### config.mk
export PLATFORM = sky130hd
export DESIGN_NAME = sn74hc595_rx_flat
export DESIGN_NICKNAME = d
export VERILOG_FILES = /design/src/rtl/sn74hc595_rx_if.sv /design/src/rtl/sn74hc595_rx.sv /design/src/flat_wrapper.sv
export SDC_FILE = /design/constraint.sdc
export NUM_CORES = 1
export LEC_CHECK = 0
export CORE_MARGIN = 5
export CORE_UTILIZATION = 49
export DETAILED_ROUTE_END_ITERATION = 8
export PLACE_DENSITY = 0.75
export SYNTH_ARGS = -nofsm -noshare
export SYNTH_HDL_FRONTEND = slang
export SYNTH_SLANG_ARGS = --single-unit
### constraint.sdc
create_clock -name clk -period 1.4 [get_ports clk]
set_input_delay 0.42 -clock clk [delete_from_list [all_inputs] [get_ports clk]]
set_output_delay 0.42 -clock clk [all_outputs]
set_load 0.005 [all_outputs]
### src/rtl/sn74hc595_rx_if.sv
// Serial-side and parallel-side signals of the 74HC595-style receiver.
// The slave modport is the receiver; the master modport drives the serial lines.
interface sn74hc595_rx_if #(
   parameter int W = 8
);
   logic         SN74HC595_data;
   logic         SN74HC595_data_clk;
   logic         SN74HC595_refresh_clk;
   logic [W-1:0] o_buf;
   logic         o_valid;
   logic         o_qh_serial;
   logic         o_frame_err;

   modport master (
      output SN74HC595_data,
      output SN74HC595_data_clk,
      output SN74HC595_refresh_clk,
      input  o_buf,
      input  o_valid,
      input  o_qh_serial,
      input  o_frame_err
   );

   modport slave (
      input  SN74HC595_data,
      input  SN74HC595_data_clk,
      input  SN74HC595_refresh_clk,
      output o_buf,
      output o_valid,
      output o_qh_serial,
      output o_frame_err
   );
endinterface

### src/rtl/sn74hc595_rx.sv
// Oversampled receiver emulating a 74HC595 shift/storage register pair.
// Optional bit-count frame check enabled by macro SN74HC595_RX_FRAME_CHECK_EN.
module sn74hc595_rx #(
   parameter int W           = 8,
   parameter int SYNC_STAGES = 2
) (
   input  logic          clk,
   input  logic          rst,
   sn74hc595_rx_if.slave bus
);
   // bit 0 = data, bit 1 = data_clk, bit 2 = refresh_clk
   logic [2:0]   sync_r [SYNC_STAGES];
   logic [1:0]   hist_r;
   logic [2:0]   sync_out_s;
   logic         data_s;
   logic         shift_s;
   logic         latch_s;
   logic [W-1:0] shift_r;
   logic [W-1:0] shift_nxt_s;
   logic [W-1:0] buf_r;
   logic [W-1:0] buf_nxt_s;
   logic         valid_r;
   logic         err_r;
   logic         err_nxt_s;

   // Synchronizer chains for the three asynchronous serial inputs plus clock-line history.
   always_ff @(posedge clk or posedge rst) begin
      if (rst) begin
         for (int i = 0; i < SYNC_STAGES; i++) begin
            sync_r[i] <= 3'b000;
         end
         hist_r <= 2'b00;
      end else begin
         sync_r[0] <= {bus.SN74HC595_refresh_clk, bus.SN74HC595_data_clk, bus.SN74HC595_data};
         for (int i = 1; i < SYNC_STAGES; i++) begin
            sync_r[i] <= sync_r[i-1];
         end
         hist_r <= sync_r[SYNC_STAGES-1][2:1];
      end
   end

   assign sync_out_s = sync_r[SYNC_STAGES-1];
   assign data_s     = sync_out_s[0];
   assign shift_s    = sync_out_s[1] & ~hist_r[0];
   assign latch_s    = sync_out_s[2] & ~hist_r[1];

   // Next shift/storage values; a coincident latch captures the pre-shift word.
   always_comb begin
      shift_nxt_s = shift_r;
      buf_nxt_s   = buf_r;
      if (shift_s) begin
         shift_nxt_s = {shift_r[W-2:0], data_s};
      end else begin
         shift_nxt_s = shift_r;
      end
      if (latch_s) begin
         buf_nxt_s = shift_r;
      end else begin
         buf_nxt_s = buf_r;
      end
   end

`ifdef SN74HC595_RX_FRAME_CHECK_EN
   logic [7:0] cnt_r;
   logic [7:0] cnt_nxt_s;

   function automatic logic [7:0] sat_inc8(input logic [7:0] v);
      if (v == 8'hFF) begin
         return 8'hFF;
      end else begin
         return v + 8'd1;
      end
   endfunction

   // Bit counter clears on latch; a shift landing in the same cycle counts as the first bit.
   always_comb begin
      cnt_nxt_s = cnt_r;
      err_nxt_s = err_r;
      if (latch_s) begin
         err_nxt_s = ({24'd0, cnt_r} != 32'(W));
         cnt_nxt_s = shift_s ? 8'd1 : 8'd0;
      end else if (shift_s) begin
         err_nxt_s = err_r;
         cnt_nxt_s = sat_inc8(cnt_r);
      end else begin
         err_nxt_s = err_r;
         cnt_nxt_s = cnt_r;
      end
   end

   // Bit counter register.
   always_ff @(posedge clk or posedge rst) begin
      if (rst) begin
         cnt_r <= 8'd0;
      end else begin
         cnt_r <= cnt_nxt_s;
      end
   end
`else
   // Frame checking not built: error flag is held low.
   always_comb begin
      err_nxt_s = 1'b0;
   end
`endif

   // Shift register, storage register and registered status outputs.
   always_ff @(posedge clk or posedge rst) begin
      if (rst) begin
         shift_r <= {W{1'b0}};
         buf_r   <= {W{1'b0}};
         valid_r <= 1'b0;
         err_r   <= 1'b0;
      end else begin
         shift_r <= shift_nxt_s;
         buf_r   <= buf_nxt_s;
         valid_r <= latch_s;
         err_r   <= err_nxt_s;
      end
   end

   assign bus.o_buf       = buf_r;
   assign bus.o_valid     = valid_r;
   assign bus.o_qh_serial = shift_r[W-1];
   assign bus.o_frame_err = err_r;
endmodule

### src/flat_wrapper.sv
// flat-port wrapper written by rule: the top's interface ports become plain ports
module sn74hc595_rx_flat 
#(
   parameter int W           = 8,
   parameter int SYNC_STAGES = 2
)
  (clk, rst, bus_SN74HC595_data, bus_SN74HC595_data_clk, bus_SN74HC595_refresh_clk, bus_o_buf, bus_o_valid, bus_o_qh_serial, bus_o_frame_err);
  sn74hc595_rx_if #(.W(W)) bus_i ();
  input  logic clk;
  input  logic rst;
  input wire logic [$bits(bus_i.SN74HC595_data)-1:0] bus_SN74HC595_data;
  input wire logic [$bits(bus_i.SN74HC595_data_clk)-1:0] bus_SN74HC595_data_clk;
  input wire logic [$bits(bus_i.SN74HC595_refresh_clk)-1:0] bus_SN74HC595_refresh_clk;
  output wire logic [$bits(bus_i.o_buf)-1:0] bus_o_buf;
  output wire logic [$bits(bus_i.o_valid)-1:0] bus_o_valid;
  output wire logic [$bits(bus_i.o_qh_serial)-1:0] bus_o_qh_serial;
  output wire logic [$bits(bus_i.o_frame_err)-1:0] bus_o_frame_err;
  assign bus_i.SN74HC595_data = bus_SN74HC595_data;
  assign bus_i.SN74HC595_data_clk = bus_SN74HC595_data_clk;
  assign bus_i.SN74HC595_refresh_clk = bus_SN74HC595_refresh_clk;
  assign bus_o_buf = bus_i.o_buf;
  assign bus_o_valid = bus_i.o_valid;
  assign bus_o_qh_serial = bus_i.o_qh_serial;
  assign bus_o_frame_err = bus_i.o_frame_err;
  sn74hc595_rx #(.W(W), .SYNC_STAGES(SYNC_STAGES)) u_core (.clk(clk), .rst(rst), .bus(bus_i));
endmodule
== Word-level counts from Yosys, hierarchy flattened ==
Cells that the tools add are included.
Operators by class
  add/subtract/negate cells: 0
  $mul: 0
  divide/modulo/power cells: 0
  magnitude comparators: 0
  equality and inequality tests: 0
  shifts and indexed selects: 0
  multiplexer cells: 0
  bitwise gates (word level): 4
  reductions and logical operators: 0
Operators by type and width (number)
  1-bit bitwise AND: 2
  1-bit NOT: 2
Word-level totals
  register bits after elaboration: 25
  bits in latches: 0
  RAM bits: 0
  memory bits (read-only): 0
  input port bits: 5
  output and inout port bits: 11
  word-level logic and storage cells: 10
  memories: 0

== Longest topological paths before layout ==
Gate-level depths: netlist of the first run.
  depth after elaboration: 2
  gate-level depth with buffers: 3
  depth with buffers taken out: 2

== Worst setup path after synthesis of the first run ==
No wires, ideal clock.
  kind: register -> register
  start: register u_core.hist_r[1]
  end: register u_core.buf_r[0] (netlist: u_core.bus.o_buf[0])
  setup time: 0.125 ns
  arrival time: 0.918 ns
  required time: 1.275 ns
  path slack: 0.357 ns
  stages on the path, launching flop included: 4
  path buffers: 1
  period minus slack after synthesis: 1.043 ns
  cells stage by stage: dfrtp_1 nor2b_4 buf_6 mux2_4
Between the ends
  longest elaborated chain between the ends: 2
Ends and longest elaborated chain
  start, declared: RTL line sn74hc595_rx.sv:13  | logic [1:0] hist_r;
  start signal, assigned: RTL line sn74hc595_rx.sv:38  | hist_r <= sync_r[SYNC_STAGES-1][2:1];
  1-bit NOT: RTL line sn74hc595_rx.sv:45  | assign latch_s = sync_out_s[2] & ~hist_r[1];
  1-bit bitwise AND: RTL line sn74hc595_rx.sv:45
  named net u_core.latch_s: RTL line sn74hc595_rx.sv:17  | logic latch_s;
  end signal, assigned: RTL line sn74hc595_rx.sv:110  | buf_r <= {W{1'b0}};
  end signal, assigned: RTL line sn74hc595_rx.sv:115  | buf_r <= buf_nxt_s;
  end, declared: RTL line sn74hc595_rx.sv:20  | logic [W-1:0] buf_r;
The timed path passes the listed nets, and every way through them passes these cells.
A chain may end at the register's enable or synchronous reset.

== Worst setup path after layout of the first run ==
  start: register u_core.buf_r[5] (netlist: u_core.bus.o_buf[5])
  end: output bus_o_buf[5]
RTL lines
  end, declared: RTL line flat_wrapper.sv:14  | output wire logic [$bits(bus_i.o_buf)-1:0] bus_o_buf;
No word-level cell between the ends.

==> results of run 1 <==
[layer usage]
| layer | wire [um] | global-route usage [%] | vias up |
|---|---|---|---|
| met5 | 0 | 0 | - |
| met4 | 6 | 3.83 | 0 |
| met3 | 66 | 2.49 | 2 |
| met2 | 650 | 17.8 | 11 |
| met1 | 633 | 15.2 | 231 |
| li1 | - | - | 209 |
[placed cells by master, fill, tap and decap left out]
cell	count
dfrtp_1	25
mux2_4	16
buf_4	12
clkdlybuf4s15_1	8
clkdlybuf4s50_1	4
clkbuf_4	3
clkbuf_2	2
nand2b_4	1
nor2b_4	1
inv_1	1
conb_1	1
clkinv_2	1
buf_12	1
[metrics by stage]
| stage | utilization (%) | instance area, um^2 | worst slack (ps) | instances | power [mW] |
|---|---|---|---|---|---|
| final | 68.0 | 1200 | 61.0 | 101 | 2.15 |
| after global routing | 68.0 | 1200 | 14.5 | 101 | 2.26 |
| after floorplan | - | 931 | 357 | 48 | 1.38 |
| after global placement | 61.9 | 1090 | 135 | 85 | 1.66 |
| after CTS | 66.0 | 1160 | 3.76 | 96 | 2.04 |
| after detailed placement | 61.9 | 1090 | 125 | 85 | 1.68 |
[layout make-up]
class	count	area (um^2)	share of cell area (%)
inverter	1	3.75	0.313
timing repair buffer	27	240	20.0
tap	25	31.3	2.61
multi-input combinational	19	272	22.6
sequential	25	626	52.1
clock buffer	3	22.5	1.88
clock inverter	1	5.00	0.417
[state kept, by name, indices dropped and copies added, names as in the netlist]
| name | flops |
|---|---|
| u_core.bus.o_buf | 8 |
| u_core.bus.o_valid | 1 |
| u_core.hist_r | 2 |
| u_core.shift_r | 8 |
| u_core.sync_out_s | 3 |
| u_core.sync_r | 3 |
[timing repair]
action / CTS / global route
setup buffers: 7 / 5
resized for setup: 13 / 9
endpoints found under the setup margin: 10 / 9
[Yosys cell counts, drive strengths merged]
master  instances
inv             1
nor2b           1
nand2b          1
buf             3
mux2           16
conb            1
dfrtp          25
[worst max-delay path by stage]
stage | startpoint | endpoint | slack (ps)
global route | u_core.bus.o_buf[5]$_DFFE_PP0P_ | bus_o_buf[5] | 10
global placement | u_core.shift_r[7]$_DFFE_PP0P_ | bus_o_qh_serial | 140
floorplan | u_core.hist_r[1]$_DFF_PP0_ | u_core.bus.o_buf[0]$_DFFE_PP0P_ | 360
finish | u_core.bus.o_buf[5]$_DFFE_PP0P_ | bus_o_buf[5] | 60
detailed placement | u_core.shift_r[7]$_DFFE_PP0P_ | bus_o_qh_serial | 130
CTS | u_core.bus.o_buf[4]$_DFFE_PP0P_ | bus_o_buf[4] | 4
[cell families after synthesis]
group / Yosys count
DFF: 25
and+or+nand+nor: 2
other: 1
muxes: 16
buffers and inverters: 4
[power by group through the flow]
stage | registers, mW | clock network [mW] | logic, mW
final | 1.06 | 0.309 | 0.784
after global routing | 1.08 | 0.355 | 0.833
after CTS | 1.05 | 0.320 | 0.678
after detailed placement | 1.08 | 0 | 0.603
after global placement | 1.07 | 0 | 0.594
after floorplan | 1.06 | 0 | 0.322
==> results.cfg, run 1 <==
[outcome]
status = complete, no violations

[yosys]
netlist.top_cell.by_area = dfrtp_1
syn-instance-count = 48
ys_ff_latch = 25
synthMuxAreaShare_pct = 25.8
avgSynthCellArea_um2 = 19.4
synthTopCellsByArea = dfrtp_1 (67%), mux2_4 (26%), buf_6 (2.4%), nand2b_4 (1.5%), nor2b_4 (1.5%)
syn_area_um2 = 931
yosysTopAreaCellShare_pct = 67.2
synth_top_family_by_area = multiplexers
ys_types = 8
synth_compound_area_share_pct = 0
yosys.area_share.adder_pct = 0
yosys_warnings = 0
synth_nets = 53
synthSimpleGateAreaFrac_pct = 2.96
ys_seq_area_share_pct = 67.2
synthXorXnorAreaFrac_pct = 0

[floorplan]
fp.dieW_um = 53.6
io_pins = 16
die_y_um = 53.6
rows = 15
coreArea_um2 = 1760
die_area_um2 = 2870
start_util_pct = 52.8

[setup_path]
cp.depth = 1
crit_path_start_kind = register
crit_required_ps = 980
arrival_ps = 920
worstPathCellList = clkdlybuf4s15_1
crit_buf_inv = 1
slowest_stage = dfrtp_1
r2r_end = u_core.bus.o_buf[6]$_DFFE_PP0P_
path_delay_family = flip-flops
r2r-start = u_core.hist_r[1]$_DFF_PP0_
reg2reg_depth = 2
worst-path-max-fanout = 2
max_stage_delay_ps = 410
r2r_slack_ps = 220
end_kind = output port
crit_type = register to output port

[route]
detail_route.wl_per_cell_um = 13.4
drc = 0
num_vias = 453
routed_wl_um = 1360
firstDrtPassIters = 1
drt_iter0_drc = 0
ant_nets = 0
via_per_inst = 4.49

[final_layout]
syn_to_final_growth_pct = 28.9
antennaDiodeCount = 0
final_layout_size_suffix_gt1_share_pct = 48.7
nets = 82
fillerInstances = 141

[timing]
finalCriticalPeriod_ps = 1340
fin_crit_sh_pct = 95.6
tns_ps = 0
rsz0062_at_grt = false
fmax_mhz = 747
whs_ps = 362
final_max_slew_viol_count = 0
skew_ps = 14.2
finalSetupViolations = 0
finalHoldViolCount = 0

[pwr]
p_seq_share_pct = 49.1
power.share.combinational_pct = 36.5
intPower_mw = 1.62
vdd_drop_max_mv = 0.899
pwr-share-clk_pct = 14.4
power-per-cell-area_nw_per_um2 = 1790
sw_frac_of_total_pct = 24.5
p_leak_nw = 0.601
power.net_switching_mw = 0.525

[min_path]
hold_end = u_core.sync_out_s[1]$_DFF_PP0_
holdPathStages = 0
hold_start = u_core.sync_r[4]$_DFF_PP0_
hp-class = register to register

[global_route]
grtUsageTotal_pct = 11.2
grt_pass1_vias = 461
overflow = 0
antenna_found_initial = 0
grt_pass1_wl_um = 2260
grt_max_degree = 26

[clock_tree]
numCtsBuffers = 3
clk_latency_ps = 310
cts_sinks = 25
h-tree-depth = 1
cts_root_buf = clkbuf_4
clk_pin_slew_ps = 140
ctsHoldBuffers = 0
clk_path_buf_depth = 2
cts_tree = done

[placement]
gp_congestion = 0.653
dp_hpwl_um = 838
port_buffers = 14

[flow_run]
max_cap_viol_count = 0
No activity file was read; power rests on OpenSTA's default activity.
==> run 2: changes to the inputs <==
CORE_MARGIN = 3   (was 5)
==> run 2 against run 1 <==
Compared with the run above:
- clock skew shrank 8.2 ps
- non-clock buffer count unchanged
- clock-buffer cell count is 1 higher
- critical path depth unchanged
- fmax decreased by 1.0%
- clock power about the same
- final area grew 0.63%
- worst setup slack worse by 14 ps
- sequential power about the same
- critical path type unchanged
==> results.cfg, run 2 (synthesis gave the netlist of run 1 again) <==
[final_layout]
nets = 82
postLayoutCoreUtil_pct = 68.4
final_common_cell = dfrtp_1
final_cell_mix = dfrtp_1 (25), mux2_4 (16), buf_4 (12)
final_layout_size_suffix_gt1_share_pct = 44.7
syn_to_final_growth_pct = 29.7
antennaDiodeCount = 0

[placement]
port_buffers = 14
dp_hpwl_um = 777
gp_congestion = 0.692

[floorplan]
rows = 15
coreArea_um2 = 1760
die_area_um2 = 2460
die_y_um = 49.6
fp.dieW_um = 49.6
start_util_pct = 52.8
io_pins = 16

[setup_path]
worst-path-max-fanout = 1
arrival_ps = 930
path_delay_family = flip-flops
max_stage_delay_ps = 370
r2r_slack_ps = 220
r2r_end = u_core.bus.o_buf[6]$_DFFE_PP0P_
cp.depth = 1
r2r-start = u_core.hist_r[1]$_DFF_PP0_
reg2reg_depth = 2
crit_required_ps = 980
crit_type = register to output port
end_kind = output port
crit_path_start_kind = register
crit_buf_inv = 1
worstPathCellList = dlygate4sd2_1
slowest_stage = dfrtp_1

[outcome]
status = complete, no violations

[clock_tree]
ctsHoldBuffers = 0
h-tree-depth = 1
clk_path_buf_depth = 2
clk_latency_ps = 310
cts_sinks = 25
cts_tree = done
cts_root_buf = clkbuf_4
clk_pin_slew_ps = 120
numCtsBuffers = 3

[route]
num_vias = 453
detail_route.wl_per_cell_um = 12.2
via_per_inst = 4.49
drc = 0
routed_wl_um = 1230
drt_iter0_drc = 1
ant_nets = 0
firstDrtPassIters = 2

[timing]
finalCriticalPeriod_ps = 1350
fin_crit_sh_pct = 96.6
skew_ps = 6.01
rsz0062_at_grt = false
fmax_mhz = 739
finalHoldViolCount = 0
tns_ps = 0
final_max_slew_viol_count = 0
finalSetupViolations = 0

[global_route]
antenna_found_initial = 0
grt_pass1_vias = 446
overflow = 0
grt_pass1_wl_um = 2140
grt_max_degree = 26
grtUsageTotal_pct = 12.1

[min_path]
hold_end = u_core.sync_out_s[2]$_DFF_PP0_
hold_start = u_core.sync_r[5]$_DFF_PP0_
hp-class = register to register
holdPathStages = 0

[flow_run]
max_cap_viol_count = 0

[pwr]
power-per-cell-area_nw_per_um2 = 1760
vdd_drop_max_mv = 1.06
p_leak_nw = 0.601
## run 2: power breakdown
part	internal, mW	total [mW]	switching (mW)
combinational	0.596	0.771	0.175
clock	0.111	0.309	0.198
sequential	0.924	1.05	0.124
total	1.63	2.13	0.497
## run 2: how the worst max path moves through the flow
stage,startpoint,to,slack (ps)
global placement,u_core.shift_r[7]$_DFFE_PP0P_,bus_o_qh_serial,140
floorplan,u_core.hist_r[1]$_DFF_PP0_,u_core.bus.o_buf[0]$_DFFE_PP0P_,360
global route,u_core.bus.o_valid$_DFF_PP0_,bus_o_valid,2
CTS,u_core.bus.o_buf[1]$_DFFE_PP0P_,bus_o_buf[1],2
detailed placement,u_core.shift_r[7]$_DFFE_PP0P_,bus_o_qh_serial,110
finish,u_core.bus.o_valid$_DFF_PP0_,bus_o_valid,50
## run 2: repair_timing
| action | 4_1_cts | 5_1_grt |
|---|---|---|
| setup buffers | 7 | 5 |
| resized for setup | 11 | 8 |
| endpoints found under the setup margin | 10 | 8 |
| cloned | 0 | 0 |
## run 2: metal layers
metal / up-vias / global-route usage, % / share of wire (%)
met2: 11 / 17.6 / 44
met5: - / 0 / 0
met3: 4 / 1.81 / 4.8
met1: 229 / 15.9 / 48
li1: 209 / - / -
met4: 0 / 9.68 / 3.4
## run 2: layout make-up
type | instances | area (um^2)
Fill cell | 142 | 557
Multi-Input combinational cell | 19 | 272
Inverter | 1 | 3.75
Sequential cell | 25 | 626
Tap cell | 25 | 31.3
Clock buffer | 4 | 26.3
Timing Repair Buffer | 27 | 249
## run 2: metrics by stage
step / total power, mW / cell area, um^2 / cells / worst slack, ps / hold WS [ps]
after floorplan: 1.38 / 931 / 48 / 357 / 331
after detailed placement: 1.67 / 1090 / 85 / 111 / 339
after CTS: 2.02 / 1160 / 96 / 2.37 / 368
after global routing: 2.26 / 1210 / 101 / 1.86 / 373
after global placement: 1.66 / 1090 / 85 / 136 / 333
final: 2.13 / 1210 / 101 / 47.3 / 364
